File: src/rtl/minterm_pkg.sv
// Shared types and defaults for the minterm sweeper: FSM state encoding and
// default sizing for the input-combination vector and settle time.
package minterm_pkg;

  localparam int N_IN_DEF          = 3;
  localparam int SETTLE_CYCLES_DEF = 2;

  typedef enum logic [1:0] {
    IDLE   = 2'd0,
    SETTLE = 2'd1,
    SAMPLE = 2'd2,
    DONE   = 2'd3
  } state_t;

endpackage

File: src/rtl/minterm_settle_timer.sv
// Settle counter: cleared by load, advanced by tick; expire flags the last
// settle cycle so the sweeper can move on to sampling.
module minterm_settle_timer
  import minterm_pkg::*;
#(
  parameter int SETTLE_CYCLES = SETTLE_CYCLES_DEF
) (
  input  logic clk,
  input  logic rst,
  input  logic load,
  input  logic tick,
  output logic expire
);

  logic [7:0] cnt;

  always_ff @(posedge clk) begin
    if (rst) begin
      cnt <= 8'd0;
    end else if (load) begin
      cnt <= 8'd0;
    end else if (tick) begin
      cnt <= cnt + 8'd1;
    end
  end

  assign expire = (cnt == 8'(SETTLE_CYCLES - 1));

endmodule

File: src/rtl/minterm_sweeper.sv
// Walks every input combination, lets both function implementations settle,
// then records implementation A's truth table and where A and B disagree.
module minterm_sweeper
  import minterm_pkg::*;
#(
  parameter int N_IN          = N_IN_DEF,
  parameter int SETTLE_CYCLES = SETTLE_CYCLES_DEF
) (
  input  logic                 clk,
  input  logic                 rst,
  input  logic                 start,
  output logic [N_IN-1:0]      abc,
  input  logic                 y_a,
  input  logic                 y_b,
  output logic                 busy,
  output logic                 done,
  output logic [2**N_IN-1:0]   mask_a,
  output logic [2**N_IN-1:0]   mismatch_mask,
  output logic                 mismatch
);

  state_t state;
  logic   last_combo;
  logic   timer_load;
  logic   timer_tick;
  logic   settle_expire;

  assign last_combo = (abc == {N_IN{1'b1}});

  // The counter restarts on every new combination; it never needs clearing
  // after the final sample because the next accepted start reloads it.
  assign timer_load = ((state == IDLE) && start) ||
                      ((state == SAMPLE) && !last_combo);
  assign timer_tick = (state == SETTLE);

  minterm_settle_timer #(
    .SETTLE_CYCLES(SETTLE_CYCLES)
  ) u_settle_timer (
    .clk   (clk),
    .rst   (rst),
    .load  (timer_load),
    .tick  (timer_tick),
    .expire(settle_expire)
  );

  always_ff @(posedge clk) begin
    if (rst) begin
      state         <= IDLE;
      abc           <= '0;
      busy          <= 1'b0;
      done          <= 1'b0;
      mask_a        <= '0;
      mismatch_mask <= '0;
    end else begin
      case (state)
        IDLE: begin
          done <= 1'b0;
          abc  <= '0;
          if (start) begin
            mask_a        <= '0;
            mismatch_mask <= '0;
            busy          <= 1'b1;
            state         <= SETTLE;
          end
        end
        SETTLE: begin
          if (settle_expire) begin
            state <= SAMPLE;
          end
        end
        SAMPLE: begin
          mask_a[abc]        <= y_a;
          mismatch_mask[abc] <= y_a ^ y_b;
          if (last_combo) begin
            busy  <= 1'b0;
            done  <= 1'b1;
            state <= DONE;
          end else begin
            abc   <= abc + N_IN'(1);
            state <= SETTLE;
          end
        end
        DONE: begin
          done  <= 1'b0;
          state <= IDLE;
        end
        default: begin
          state <= IDLE;
        end
      endcase
    end
  end

  assign mismatch = |mismatch_mask;

endmodule

File: config.mk
export PLATFORM = sky130hd
export DESIGN_NAME = minterm_sweeper
export DESIGN_NICKNAME = d
export VERILOG_FILES = /design/src/rtl/minterm_pkg.sv /design/src/rtl/minterm_settle_timer.sv /design/src/rtl/minterm_sweeper.sv
export SDC_FILE = /design/constraint.sdc
export NUM_CORES = 1
export LEC_CHECK = 0
export ABC_AREA = 1
export ABC_CLOCK_PERIOD_IN_PS = 1800
export CORE_MARGIN = 10
export CORE_UTILIZATION = 45
export DETAILED_ROUTE_END_ITERATION = 7
export HOLD_SLACK_MARGIN = 0.03
export PLACE_DENSITY = 0.7
export REMOVE_ABC_BUFFERS = 1
export SYNTH_ARGS = -nofsm -noshare
export SYNTH_HDL_FRONTEND = slang
export SYNTH_SLANG_ARGS = --single-unit
export TNS_END_PERCENT = 20
File: constraint.sdc
create_clock -name clk -period 1.8 [get_ports clk]
set_input_delay 0.18 -clock clk [delete_from_list [all_inputs] [get_ports clk]]
set_output_delay 0.18 -clock clk [all_outputs]
set_load 0.005 [all_outputs]
==> results of run 1 <==
[per-stage QoR]
step                      cells  hold slack (ns)  setup slack [ns]  utilization [%]
after floorplan             213            0.249             0.372                -
after global placement      290            0.450             0.235             56.0
after detailed placement    290            0.453             0.239             56.0
after CTS                   298            0.469            0.0464             58.1
after global routing        298            0.501           0.00875             58.3
final                       298            0.465             0.116             58.3
[worst paths after layout]
path | from | endpoint | slack, ns | cells past startpoint
worst max-delay path | mismatch_mask[7] | mismatch | 0.12 | 3
worst min-delay path | mask_a[7] | mask_a[7] | 0.47 | 2
worst max register to register | state[0] | mask_a[0] | 0.18 | 7
worst min register to register | mask_a[7] | mask_a[7] | 0.47 | 2
[final cells by class]
type                       count  area (um2)  share of cell area (%)
multi-input combinational    157         790                    40.9
sequential                    31         621                    32.1
timing repair buffer          31         298                    15.4
inverter                      25        96.3                    4.99
clock buffer                   8        68.8                    3.56
tap                           46        57.6                    2.98
[power by group through the flow]
| stage | logic [uW] | registers (uW) | clock network (uW) |
|---|---|---|---|
| final | 932 | 798 | 463 |
| after global placement | 930 | 813 | 0 |
| after detailed placement | 932 | 814 | 0 |
| after floorplan | 648 | 820 | 0 |
| after global routing | 1070 | 808 | 509 |
| after CTS | 935 | 798 | 478 |
[kinds of logic (layout without fill, tap and decap cells)]
| logic type | Yosys count | count (layout) | synth area share [%] |
|---|---|---|---|
| flops | 31 | 31 | 40.6 |
| simple gates | 111 | 111 | 31.1 |
| fa+ha+maj | 8 | 8 | 6.55 |
| compound gates | 38 | 38 | 13.6 |
| buf+inv | 30 | 64 | 8.18 |
[worst reg2reg max path: stages (launching register included)]
cell and delay (ns):
dfxtp_1 0.38, inv_1 0.09, ha_1 0.32, o21ai_4 0.30
inv_4 0.09, o21ai_0 0.13, nand2_1 0.10, a21oi_1 0.15
[sequential cells by signal (all words and copies together) (netlist names)]
register / count
u_settle_timer.cnt: 8
busy: 1
abc: 3
state: 2
done: 1
mask_a: 8
mismatch_mask: 8
[layer usage]
metal / vias up / track usage, % / share of wire (%) / wire length [um]
li1: 770 / - / - / -
met1: 636 / 13.5 / 47 / 1610
met2: 30 / 18.8 / 44 / 1530
met3: 8 / 5.13 / 7.4 / 254
met4: 0 / 5.91 / 1.6 / 55
met5: - / 0 / 0 / 0
[cell usage in the layout, fill, tap and decap left out, types with 2 or more instances in the layout]
master	instances
nand2_1	57
dfxtp_1	31
clkdlybuf4s50_1	26
a21oi_1	25
nor2_1	23
inv_1	22
nand3_1	13
o21ai_0	9
ha_1	8
nor3_1	6
nor2_2	5
clkbuf_4	5
buf_4	5
inv_2	2
nand2_2	2
clkbuf_8	2
[timing repair]
item,4_1_cts,5_1_grt
resized for setup,0,1
endpoints found under the setup margin,0,1
hold buffers,0,0
==> results.toml, run 1 <==
[power]
p_switching_uw = 872
ir_drop_mv = 0.691
comb_power_share_pct = 42.5
power.total_uw = 2190
p_sw_share_pct = 39.8
p_seq_share_pct = 36.4
p_leak_uw = 0.000759
power_frac_clock_pct = 21.1
powerDensity_nw_per_um2 = 1140
p_int_uw = 1320

[logic_synthesis]
synthFlopType = "dfxtp_1"
yosysWarnings = 0
syn_inst = 218
ys_top_cells_by_area = "dfxtp_1 (41%), nand2_1 (14%), a21oi_1 (8.2%)"
synth_top_cells_by_count = "nand2_1 (57), dfxtp_1 (31), a21oi_1 (25)"
yosys.area.top_type = "dfxtp_1"
syn-cell-area_um2 = 1530
synth_top_area_share_pct = 40.6
synth_edf_count = 0
synth_area_per_cell_um2 = 7.01
async_flop_share_pct = 0
synth_most_common_cell = "nand2_1"
synth_cell_types = 24
ys_seq_area_share_pct = 40.6
ys_seq_elements = 31

[sta]
max_freq_ghz = 0.594
rsz0062_at_grt = "false"
fin_crit_ns = 1.68
relSlewSlack_pct = 75.0
tightestPinTransition_ns = 0.371
slew_violations = 0
period_share_pct = 93.5
setup_viol = 0
hold_viol_final = 0
tns_ns = 0
finClkSkew_ns = 0.00543

[global_route]
first_global_vias = 1392
antenna_found_initial = 0
overflow = 0
grt_max_degree = 22
grt_pass1_wl_um = 6020
grt_usage_pct = 11.9

[layout]
postLayoutCellArea_um2 = 1930
fillers = 321
diodes = 0
layout.nets = 264
drive_gt1_share_pct = 10.7
area_growth_pct = 26.3

[critical_path]
max_stage_delay_ns = 0.45
setup.worst_path.start_class = "flip-flop"
required_ns = 1.62
path_buf_inv = 1
crit_arrival_ns = 1.50
crit_type = "flip-flop to primary output"
endpoint_kind = "primary output"
critPathSlowestCell = "clkdlybuf4s50_1"
cp_max_fo = 3
cp_top_family = "buffers and inverters"
worstPathCellList = "nor4_2 -> nand2_1 -> clkdlybuf4s50_1"

[placed_design]
dp_hpwl_um = 2570
numPortBuffers = 26
place_congestion = 0.796
dpl_cell_area_um2 = 1860

[floorplan]
die_area_um2 = 6130
fp-row-count = 21
die_w_um = 78.3
io_pins = 27
core_region_area_um2 = 3310
start_util_pct = 46.2
die_y_um = 78.3

[run_status]
status = "completed"

[cts]
clkLatencyLatePin_ns = 0.34
path_clk_slew_ns = 0.09
clock_path_buffers = 2
cts_inserted_buffers = 5
cts_tree = "yes"
cts_sinks = 31
root_buffer = "clkbuf_4"
post-cts-setup-buffers = 0
h-tree-depth = 2

[route]
dr.pass1.iters = 5
finalWirelength_um = 3450
ant_nets = 0
vias = 1444
viasPerCell = 4.85
drt-wirelength-per-cell_um = 11.6
drt-initial-drc-count = 81
drc = 0

[run]
max_cap_viol_count = 0

[hold_path]
holdCritPathClass = "flip-flop to flip-flop"
Note: power is estimated with default switching activity, not from simulation.
==> run 2, diff against run 1 <==
Settings changed: CORE_MARGIN 10 to 1.
==> results.toml, run 2 (synthesized netlist as in run 1, its figures left out) <==
[global_route]
busiest_layer = "met2"
grt_usage_pct = 20.3
antenna_found_initial = 0
first_global_vias = 1215
grt_use_met3_pct = 6.49
met2_usage_pct = 30.0
grtUsageMet1_pct = 27.2
grt_pass1_wl_um = 5330
overflow = 0
grt_max_degree = 22

[cts]
clkLatencyLatePin_ns = 0.33
cts_tree = "yes"
h-tree-depth = 2
clock_path_buffers = 2
cts_sinks = 31
path_clk_slew_ns = 0.10
cts_inserted_buffers = 5
root_buffer = "clkbuf_4"

[layout]
diodes = 0
postLayoutCellArea_um2 = 1930
layout_common_cells = "nand2_1 (57), dfxtp_1 (31), clkdlybuf4s50_1 (26)"
fillers = 287
drive_gt1_share_pct = 11.1
reg.largest.list = "mask_a: 8 flops, mismatch_mask: 8 flops, u_settle_timer.cnt: 8 flops"
layout.cells.non_filler = 296
layout.nets = 264
utilization_pct = 61.7
final_common_cell = "nand2_1"
area_growth_pct = 26.3

[critical_path]
crit_end = "mismatch"
critPathLaunch = "mismatch_mask[3]"
r2r_cells = 7
r2r-end = "mask_a[1]"
reg2reg_from = "state[1]"
endpoint_kind = "primary output"
required_ns = 1.62
crit_type = "flip-flop to primary output"
cp_max_fo = 3
crit_arrival_ns = 1.49
setup.worst_path.start_class = "flip-flop"
r2r_slack_ns = 0.22

[run_status]
status = "completed"

[sta]
setup_viol = 0
fin_crit_ns = 1.67
period_share_pct = 92.8
slew_violations = 0
hold_viol_final = 0
tns_ns = 0
relSlewSlack_pct = 72.4
tightestPinTransition_ns = 0.409
max_freq_ghz = 0.599
finClkSkew_ns = 0.00995
rsz0062_at_grt = "false"

[floorplan]
io_pins = 27
start_util_pct = 48.9
fp-row-count = 20
core_region_area_um2 = 3130
die_area_um2 = 3630
die_w_um = 60.3
die_y_um = 60.3

[route]
dr.pass1.iters = 4
finalWirelength_um = 3240
ant_nets = 0
drc = 0
vias = 1408
drt-wirelength-per-cell_um = 11.0
viasPerCell = 4.76
drt-initial-drc-count = 54

[power]
ir_drop_mv = 0.692
p_leak_uw = 0.000757
power.total_uw = 2210
powerDensity_nw_per_um2 = 1140

[hold_path]
holdCritPathClass = "flip-flop to flip-flop"

[placed_design]
place_congestion = 0.858
dp.cells = 288
numPortBuffers = 26
dpl_cell_area_um2 = 1850
dp_hpwl_um = 2420

[run]
max_cap_viol_count = 0
[run 2: changes by cell type in the layout (fill, tap and decap cells not counted)]
| cell | previous run | this run |
|---|---|---|
| ha_1 | 8 | 7 |
| ha_2 | 0 | 1 |
[run 2: routing by layer]
layer / vias to the layer above / share of wire (%)
li1: 769 / -
met1: 598 / 51
met2: 34 / 42
met3: 7 / 5.3
met4: 0 / 1.7
met5: - / 0
[run 2: worst min path at each step]
stage | start | end | slack (ns) | cells after the start
3_3_place_gp | mask_a[6] | mask_a[6] | 0.45 | 2
6_report | mask_a[7] | mask_a[7] | 0.46 | 2
5_1_grt | mask_a[7] | mask_a[7] | 0.48 | 2
4_1_cts | mask_a[3] | mask_a[3] | 0.47 | 2
2_1_floorplan | rst | abc[1] | 0.25 | 1
3_5_place_dp | mask_a[3] | mask_a[3] | 0.45 | 2
[run 2: what timing repair did]
action | CTS | global route
setup endpoints to repair | 0 | 2
resized for setup | 0 | 2
buffers inserted | 0 | 0
hold buffers | 0 | 0
[run 2: worst max-delay path, stage by stage (launching register included)]
cell and delay (ns):
dfxtp_1 0.34, nor4_1 0.30, nand2_1 0.08, clkdlybuf4s50_1 0.45
[run 2: final cells by class]
cell class	count	area (um2)	area share (%)
Inverter	25	96.3	4.99
Sequential cell	31	621	32.1
Clock buffer	8	68.8	3.56
Tap cell	44	55.1	2.85
Timing Repair Buffer	31	298	15.4
Multi-Input combinational cell	157	792	41.0
[run 2: where the power goes]
| part | total [uW] | switching (uW) | internal [uW] |
|---|---|---|---|
| sequential | 799 | 46.8 | 752 |
| clock | 468 | 238 | 230 |
| combinational | 941 | 596 | 345 |
| total | 2210 | 881 | 1330 |
[run 2: through the flow]
stage / hold slack (ns) / setup WS (ns)
CTS: 0.469 / 0.0371
global route: 0.484 / 0.0196
finish: 0.464 / 0.129
global placement: 0.447 / 0.266
floorplan: 0.249 / 0.372
detailed placement: 0.453 / 0.226
==> run 3, diff against run 2 <==
Settings changed: CORE_MARGIN 1 to 4, HOLD_SLACK_MARGIN 0.03 to default.
==> results.toml, run 3 (synthesized netlist as in run 1, its figures left out) <==
[critical_path]
required_ns = 1.62
max_stage_delay_ns = 0.45
worstPathCellList = "nor4_2 -> nand2_1 -> clkdlybuf4s50_1"
cp_top_family = "buffers and inverters"
endpoint_kind = "primary output"
crit_type = "flip-flop to primary output"
cp_max_fo = 3
setup.worst_path.start_class = "flip-flop"
critPathSlowestCell = "clkdlybuf4s50_1"
path_buf_inv = 1
crit_arrival_ns = 1.50

[global_route]
grt_usage_pct = 17.5
first_global_vias = 1401
overflow = 0
grt_pass1_wl_um = 6050
antenna_found_initial = 0
grt_max_degree = 22

[cts]
root_buffer = "clkbuf_4"
path_clk_slew_ns = 0.09
cts_tree = "yes"
h-tree-depth = 2
cts_inserted_buffers = 5
clock_path_buffers = 2
post-cts-setup-buffers = 0
cts_resized = 0
clkLatencyLatePin_ns = 0.33
cts_sinks = 31
holdBufCountCts = 0

[route]
drc = 0
ant_nets = 0
viasPerCell = 4.87
finalWirelength_um = 3320
vias = 1441
drt-wirelength-per-cell_um = 11.2
dr.pass1.iters = 4
drt-initial-drc-count = 97

[floorplan]
die_y_um = 66.3
fp-row-count = 20
start_util_pct = 48.5
io_pins = 27
die_w_um = 66.3
die_area_um2 = 4390
core_region_area_um2 = 3150

[layout]
layout_common_cells = "nand2_1 (57), dfxtp_1 (31), clkdlybuf4s50_1 (26)"
reg.largest.list = "mask_a: 8 flops, mismatch_mask: 8 flops, u_settle_timer.cnt: 8 flops"
fillers = 307
diodes = 0
multi_input_area_um2 = 790
drive_gt1_share_pct = 10.7
final_common_cell = "nand2_1"
regArea_um2 = 621
area_growth_pct = 26.1
layout.nets = 264

[hold_path]
holdCritPathClass = "flip-flop to flip-flop"

[placed_design]
dp_slack_ns = 0.238
numPortBuffers = 26
dp_hpwl_um = 2470
place_congestion = 0.924

[power]
power.total_uw = 2180
ir_drop_mv = 0.716
p_leak_uw = 0.000759
powerDensity_nw_per_um2 = 1130

[sta]
slew_violations = 0
max_freq_ghz = 0.594
rsz0062_at_grt = "true"
setup_ws_ns = 0.116
setup_viol = 0
relSlewSlack_pct = 72.9
hold_slack_ns = 0.462
fin_crit_ns = 1.68
period_share_pct = 93.6
tightestPinTransition_ns = 0.403
finClkSkew_ns = 0.0118
hold_viol_final = 0

[run]
max_cap_viol_count = 0

[run_status]
status = "completed"
==> run 3: cell counts in the layout (fill, tap and decap cells not counted) <==
No cell type changed its count.
==> run 3: area by class of cell <==
| type | instances | area share [%] |
|---|---|---|
| flip-flops and latches | 31 | 32.2 |
| repair buffers | 31 | 15.4 |
| well taps | 44 | 2.86 |
| inverters | 25 | 5.00 |
| clock buffers | 8 | 3.57 |
| multi-input cells | 157 | 40.9 |
==> run 3: power breakdown <==
part / internal (uW) / switching, uW / leakage [uW]
sequential: 752 / 47.5 / 0.000251
clock: 230 / 225 / 0.0000386
combinational: 339 / 590 / 0.000470
==> run 3: per-stage QoR <==
step | area [um2] | TNS, ns | utilization, % | instances
finish | 1930 | 0 | 61.2 | 296
global placement | 1850 | 0 | 58.8 | 288
detailed placement | 1850 | 0 | 58.8 | 288
floorplan | 1500 | 0 | - | 213
CTS | 1920 | 0 | 61.0 | 296
global route | 1930 | -0.0237 | 61.2 | 296
==> run 3: final timing paths <==
| check | startpoint | end | slack (ns) | depth (start not counted) |
|---|---|---|---|---|
| min reg2reg | mask_a[4] | mask_a[4] | 0.46 | 2 |
| min | mask_a[4] | mask_a[4] | 0.46 | 2 |
| max | mismatch_mask[7] | mismatch | 0.12 | 3 |
| max reg2reg | state[1] | mask_a[7] | 0.20 | 7 |
==> run 3: layer usage <==
layer,share of wire [%],vias to the layer above,GRT usage (%)
met4,2.3,0,7.36
met2,44,34,27.9
met1,50,628,22.6
met3,3.2,9,4.08
met5,0,-,0
li1,-,770,-
==> run 3: worst min-delay path: cells and delay by family, from the launching register on <==
family	cells	cell delay, ns
DFF	1	0.32
and+or+nand+nor	1	0.06
AOI/OAI and AO/OA	1	0.05
